File: config.mk
export PLATFORM = sky130hd
export DESIGN_NAME = regfile_multiport
export DESIGN_NICKNAME = d
export VERILOG_FILES = /design/src/rtl/regfile_multiport.sv
export SDC_FILE = /design/constraint.sdc
export NUM_CORES = 2
export LEC_CHECK = 0
export BUFFER_PORTS_ARGS = -buffer_cell sky130_fd_sc_hd__buf_2
export CELL_PAD_IN_SITES_DETAIL_PLACEMENT = 2
export CELL_PAD_IN_SITES_GLOBAL_PLACEMENT = 2
export CORE_ASPECT_RATIO = 0.9
export CORE_MARGIN = 2
export CORE_UTILIZATION = 44
export CTS_CLUSTER_DIAMETER = 60
export CTS_CLUSTER_SIZE = 25
export DETAILED_ROUTE_END_ITERATION = 8
export PLACE_DENSITY_LB_ADDON = 0.1
export SLEW_MARGIN = 20
export SYNTH_ARGS = -nofsm -noshare
export SYNTH_HDL_FRONTEND = slang
export SYNTH_SLANG_ARGS = --single-unit
export TNS_END_PERCENT = 30
File: constraint.sdc
create_clock -name clk -period 35.7 [get_ports clk]
set_input_delay 1.785 -clock clk [delete_from_list [all_inputs] [get_ports clk]]
set_output_delay 1.785 -clock clk [all_outputs]
set_load 0.01 [all_outputs]
File: src/rtl/regfile_multiport.sv
// Multi-port register file with per-byte writes, optional hardwired zero register,
// write-to-read bypass and a per-register busy scoreboard for hazard detection.
module regfile_multiport #(
  parameter int DATA_WIDTH = 32,
  parameter int ADDR_WIDTH = 5,
  parameter int NUM_READ   = 2,
  parameter int ZERO_REG   = 1,
  parameter int BYPASS     = 1
) (
  input  logic                           clk,
  input  logic                           rst,
  input  logic                           wr_en,
  input  logic [ADDR_WIDTH-1:0]          w_addr,
  input  logic [DATA_WIDTH-1:0]          w_data,
  input  logic [DATA_WIDTH/8-1:0]        w_be,
  input  logic                           busy_set,
  input  logic [ADDR_WIDTH-1:0]          busy_addr,
  input  logic [NUM_READ*ADDR_WIDTH-1:0] r_addr,
  output logic [NUM_READ*DATA_WIDTH-1:0] r_data,
  output logic [NUM_READ-1:0]            r_busy
);

  localparam int DEPTH     = 1 << ADDR_WIDTH;
  localparam int NUM_BYTES = DATA_WIDTH / 8;

  logic [DATA_WIDTH-1:0] regs [DEPTH];
  logic [DEPTH-1:0]      busy;
  logic [DATA_WIDTH-1:0] be_mask;
  logic                  w_allowed;
  logic                  b_allowed;

  genvar gi;
  generate
    for (gi = 0; gi < NUM_BYTES; gi++) begin : g_be_mask
      assign be_mask[gi*8 +: 8] = {8{w_be[gi]}};
    end
  endgenerate

  // Register 0 is frozen when it is the hardwired zero register.
  assign w_allowed = wr_en    && !((ZERO_REG != 0) && (w_addr == '0));
  assign b_allowed = busy_set && !((ZERO_REG != 0) && (busy_addr == '0));

  always_ff @(posedge clk or posedge rst) begin
    if (rst) begin
      for (int i = 0; i < DEPTH; i++) begin
        regs[i] <= '0;
      end
    end else if (w_allowed) begin
      regs[w_addr] <= (regs[w_addr] & ~be_mask) | (w_data & be_mask);
    end
  end

  // A new producer supersedes a completing one: set has priority over clear.
  always_ff @(posedge clk or posedge rst) begin
    if (rst) begin
      busy <= '0;
    end else begin
      for (int i = 0; i < DEPTH; i++) begin
        if (b_allowed && (busy_addr == ADDR_WIDTH'(i))) begin
          busy[i] <= 1'b1;
        end else if (w_allowed && (w_addr == ADDR_WIDTH'(i))) begin
          busy[i] <= 1'b0;
        end
      end
    end
  end

  generate
    for (gi = 0; gi < NUM_READ; gi++) begin : g_read
      logic [ADDR_WIDTH-1:0] ra;
      logic [DATA_WIDTH-1:0] stored;
      logic [DATA_WIDTH-1:0] merged;
      logic [DATA_WIDTH-1:0] rd;
      logic                  rb;
      logic                  hit;
      logic                  is_zero;

      assign ra      = r_addr[gi*ADDR_WIDTH +: ADDR_WIDTH];
      assign stored  = regs[ra];
      assign merged  = (stored & ~be_mask) | (w_data & be_mask);
      assign hit     = (BYPASS != 0) && wr_en && (w_addr == ra);
      assign is_zero = (ZERO_REG != 0) && (ra == '0);

      // Outputs are forced to zero during reset so an in-flight write cannot leak through the bypass.
      always_comb begin
        rd = '0;
        rb = 1'b0;
        if (!rst && !is_zero) begin
          if (hit) begin
            rd = merged;
          end else begin
            rd = stored;
            rb = busy[ra];
          end
        end
      end

      assign r_data[gi*DATA_WIDTH +: DATA_WIDTH] = rd;
      assign r_busy[gi]                          = rb;
    end
  endgenerate

endmodule

[Yosys cells after proc, flatten, opt, wreduce, memory -nomap -nowiden]
Cells that the tools add are included.
Cells by class
  $lt $le $gt $ge: 6
  equal/unequal tests: 64
  muxes and demuxes: 88
  bitwise logic cells: 11
  reductions and logical operators: 112
Operator list (count)
  1024-bit bitwise mux: 1
  32-bit binary-select mux with 5-bit select: 3
  32-bit 2-to-1 mux: 11
  32-bit demux with 5-bit select: 1
  5-bit == test, second input constant: 32
  32-bit bitwise AND: 4
  32-bit bitwise OR: 3
  5-bit by 4-bit == test with 1-bit output, second input constant: 16
  1-bit logical AND: 71
  1-bit 2-to-1 mux: 70
  2-bit nonzero test: 32
  5-bit by 3-bit == test with 1-bit output, second input constant: 8
  32-bit inverter: 1
  5-bit by 2-bit == test with 1-bit output, second input constant: 4
  5-bit zero test: 4
  6-bit >= comparator, second input constant: 3
  5-bit inverter with 6-bit output: 3
  5-bit by 6-bit less-than comparator with 1-bit output, second input constant: 2
  1-bit binary-select mux with 5-bit select: 2
  5-bit by 1-bit == test with 1-bit output, second input constant: 2
  5-bit == test: 2
  6-bit by 1-bit less-than comparator with 1-bit output, second input constant: 1
  1-bit zero test: 5
Word-level totals
  register bits: 1056
  input bits: 60
  output and inout port bits: 66
  logic and storage cells: 345

[Longest topological paths before layout]
  word-level depth: 8
  depth in mapped cells: 12
  mapped depth without buffers: 5

[Worst setup path before layout]
No wires, ideal clock.
  path kind: input-to-output
  start point: input port rst
  end point: output port r_data[39]
  arrival: 29947 ps
  data required time: 33915 ps
  path slack: 3968 ps
  cell stages on the path: 3
  path buffers: 0
  path through: inv_1 o21ai_0 o31ai_1
Between the ends
  longest elaborated chain between the ends: 3
Ends and longest elaborated chain
  start, declared: line 11  | input logic rst,
  1-bit zero test: line 88  | if (!rst && !is_zero) begin
  1-bit logical AND: line 88
  32-bit 2-to-1 mux: line 88
  end, declared: line 19  | output logic [NUM_READ*DATA_WIDTH-1:0] r_data,
Every way passes these cells.

[Final worst setup path]
  start point: input port r_addr[1]
  end point: output port r_data[10]
Between the ends
  longest elaborated chain between the ends: 8
  elaborated cells between the ends (all ways): 13
  classes of those cells: eq/ne: 1; mux: 5; bitwise: 3; reduce/logical: 4
Ends and longest elaborated chain
  start, declared: line 18  | input logic [NUM_READ*ADDR_WIDTH-1:0] r_addr,
  5-bit inverter with 6-bit output (implied by the code): line 79  | assign stored = regs[ra];
  32-bit binary-select mux with 5-bit select: line 79
  32-bit 2-to-1 mux (implied by the code) (2 in a row): line 79
  32-bit bitwise AND: line 80  | assign merged = (stored & ~be_mask) | (w_data & be_mask);
  32-bit bitwise OR: line 80
  32-bit 2-to-1 mux: line 89  | if (hit) begin
  32-bit 2-to-1 mux *: line 88
Mark *: on every way between the ends. The rest lies on a longest branch, timed or not. The select of a mux whose other input is x is not followed.

==> summary.md <==
| Metric | Value |
|---|---|
| GRT overflow | 0 |
| Via count | 52,040 |
| Cells after Synth | 5,535 |
| Hold/Removal Path Class | flip-flop to flip-flop |
| Crit-path leading delay family | buffers and inverters |
| Initial DRC count | 5,796 |
| DR WL/cell | 38.41 um |
| Die height | 363.6 um |
| First-pass GRT wire length | 405,700 um |
| Mean post-synth cell area | 11.42 sq um |
| Clk sinks | 1,056 |
| Slew of the pin with the lowest slew margin | 1.205 ns |
| Worst-path maximum fanout | 64 |
| Clock Latency Late Sink | 0.78 ns |
| Initial core utilization | 44.44% |
| Hold EP | regs[1014] |
| RSZ-0062 raised after global routing | no |
| Worst-path clk slew | 0.06 ns |
| Hpwl dp | 164,400 um |
| Core Util, Final | 48.82% |
| Async set-reset flop share out of synthesis | 100.0% |
| CP cell instances | buf_8 -> buf_4 -> buf_4 -> mux4_2 -> mux2i_1 -> o21ai_0 -> a21oi_1 -> o32ai_1 -> buf_2 |
| Power Total | 0.003852 W |
| Synth-to-Final Area Change | 9.845% |
| Clk root buf | clkbuf_16 |
| CTS Hold Buffers Added | 0 |
| Reg2Reg Depth | 6 |
| Total CTS buffers | 115 |
| CTS H-tree lvls | 3 |
| Fmax | 127.4 MHz |
| Syn. warnings | 0 |
| Finished Layout Cells | 7,261 |
| Syn Nets | 5,595 |
| Total Neg Setup Slack | 0 ns |
| Max-cap viol count | 0 |
| CP max-delay cell | o32ai_1 |
| #FFs+latches synth | 1,056 |
| Synth unique cells | 53 |
| Post-synth EDFFs | 0 |
| Fin nets | 5,352 |
| Post-Synthesis Cell Area | 63,230 sq um |
| Peak VDD IR | 0.03830 mV |
| CTS Buffer Depth | 3 |
| Dpl cells | 7,036 |
| Leakage | 28.94 nW |
| Critical path's most frequent cell | buf_4 |
| Sequential Area | 26,430 sq um |
| Largest net degree at the start of global routing | 118 |
| CP Capture Type | primary output |
| Multi-input gate area | 34,570 sq um |
| Total stage count of the critical path | 9 |
| Vias in the first global route | 55,560 |
| DR vias/cell | 7.167 |
| CP required | 33.91 ns |
| Final Setup Violations | 0 |
| Crit start category | primary input |
| Period utilisation layout | 21.98% |
| Routed WL | 278,900 um |
| Sequential cell area fraction in the yosys report | 41.79% |
| Reg-to-reg endpoint | regs[566] |
| Setup Skew | 0.03432 ns |
| Routability cong. | 0.8619 |
| I/O pin count | 126 |
| Layout cells sized above 1 | 26.40% |
| Slew HR | 19.66% |
| Reg-to-reg slack, setup | 32.62 ns |
| CTS tree | built |
| Status | finished, final reports clean |
| Ys flop type | dfrtp_1 |
| Drt drc | 0 |
| Remaining antenna violation count | 0 |
| Total GRT Usage | 38.36% |
| DIE AREA | 146,800 sq um |
| Filler Cells Inserted | 13,980 |
| CP max stage delay | 0.97 ns |
| WP data arrival | 6.06 ns |
| Post-cts resize count | 0 |
| DIE WIDTH | 403.6 um |
| Final Slew Violations | 0 |
| Site Rows | 131 |
| Critical path buffers and inverters | 4 |
| Drt first pass iters | 7 |
| PwrDens | 55.46 nW/um^2 |
| Worst R2R Start | regs[278] |
| Port Buffers | 125 |
| Min-delay src | regs[1014] |
| Initial antenna violation count | 13 |
| Final min period | 7.848 ns |
| Post-CTS Setup Bufs | 0 |
| Setup Crit Path Kind | primary input to primary output |
| Final-report hold violation count | 0 |
| Hold depth | 0 |
| Core Area | 142,300 sq um |
-- area by class of cell --
type | instances | share of cell area, %
diodes | 8 | 0.02882
clock buffers | 128 | 4.392
clock inverters | 88 | 1.573
inverters | 10 | 0.08107
multi-input cells | 3836 | 49.77
flip-flops and latches | 1056 | 38.05
well taps | 1862 | 3.354
repair buffers | 273 | 2.749
-- cell usage after synthesis, types with 6 or more instances --
| cell type | count | area [sq um] |
|---|---|---|
| o32ai_1 | 16 | 140.1 |
| a21oi_1 | 50 | 250.2 |
| buf_2 | 177 | 885.9 |
| xor2_1 | 8 | 70.07 |
| a21boi_1 | 26 | 195.2 |
| nand2b_1 | 28 | 175.2 |
| nor2b_1 | 13 | 81.33 |
| mux2_2 | 32 | 360.4 |
| inv_1 | 7 | 26.28 |
| and2_1 | 6 | 37.54 |
| o21ai_0 | 644 | 3223 |
| mux2i_1 | 217 | 2172 |
| mux4_2 | 825 | 18580 |
| dfrtp_1 | 1056 | 26430 |
| o22ai_1 | 16 | 100.1 |
| nand3_1 | 132 | 660.6 |
| a221oi_1 | 52 | 455.4 |
| o21ai_1 | 403 | 2017 |
| nand2_1 | 1235 | 4636 |
| buf_1 | 59 | 221.5 |
| nor2_1 | 24 | 90.09 |
| o211ai_1 | 31 | 232.7 |
| a22o_1 | 16 | 140.1 |
| a31oi_1 | 8 | 50.05 |
| buf_4 | 6 | 45.04 |
| a22oi_1 | 7 | 52.55 |
| buf_6 | 6 | 67.56 |
| clkbuf_1 | 380 | 1426 |
-- placed cells by master, fill, tap and decap left out, drive strengths merged, types with 3 or more instances in the layout --
cell type and instances:
nor3 4, buf 272, a21o 4, inv 43, dfrtp 1056, a221oi 52
and2 6, nand2 1235, a22o 16, clkinv 31, nand2b 29, diode 8
mux2i 217, o32ai 16, mux2 32, o22ai 16, nor3b 5, a22oi 7
a21oi 50, nor2b 13, clkinvlp 14, nor2 24, and3 3, a21boi 29
o211ai 31, a31oi 8, clkbuf 129, nand3b 3, bufinv 10, a32oi 3
o21ai 1047, nand3 132, or3 3, mux4 825, xor2 8
-- worst max path at each step --
stage	slack, ns	from	end
2_1_floorplan	3.97	rst	r_data[39]
3_3_place_gp	27.86	r_addr[0]	r_data[10]
3_5_place_dp	27.86	r_addr[0]	r_data[10]
4_1_cts	27.87	r_addr[0]	r_data[10]
5_1_grt	27.65	rst	r_data[62]
6_report	27.85	r_addr[1]	r_data[10]
-- layer usage --
layer  global-route usage, %  part of all wire [%]  vias up
met3                   9.652                   9.5      721
met2                   58.54                    45     2791
met5                       0                 0.029        -
li1                        -                     -    20200
met1                   52.32                    40    28320
met4                   16.73                   4.9       12
-- report_power, final --
part	internal (W)	switching (W)	total [W]	leakage [nW]
clock	0.000715	0.000612	0.00133	1.99
combinational	0.000437	0.000458	0.000895	13.0
sequential	0.00140	0.000228	0.00163	14.0
-- registers in the layout, indices dropped and copies added, names as in the netlist --
name and count:
busy 32, regs 1024
-- per-stage QoR --
step                      hold slack, ns  area [sq um]  setup WS [ns]
after detailed placement          0.4034         65260          27.86
after floorplan                   0.4413         63230          3.968
final                             0.4191         69450          27.85
after CTS                         0.4185         69400          27.87
after global placement            0.3910         65220          27.86
after global routing              0.4372         69430          27.65
-- logic make-up (layout without fill, tap and decap cells) --
| kind of cell | after synthesis | count (layout) | synth area share (%) |
|---|---|---|---|
| and+or+nand+nor | 1467 | 1467 | 9.332 |
| AOI/OAI and AO/OA | 1285 | 1285 | 11.06 |
| muxes | 1074 | 1074 | 33.39 |
| DFF | 1056 | 1056 | 41.79 |
| buffers and inverters | 643 | 499 | 4.284 |
| xor gates and xnor gates | 10 | 10 | 0.1385 |
| other | 0 | 8 | 0 |
No activity file was read; power rests on OpenSTA's default activity.
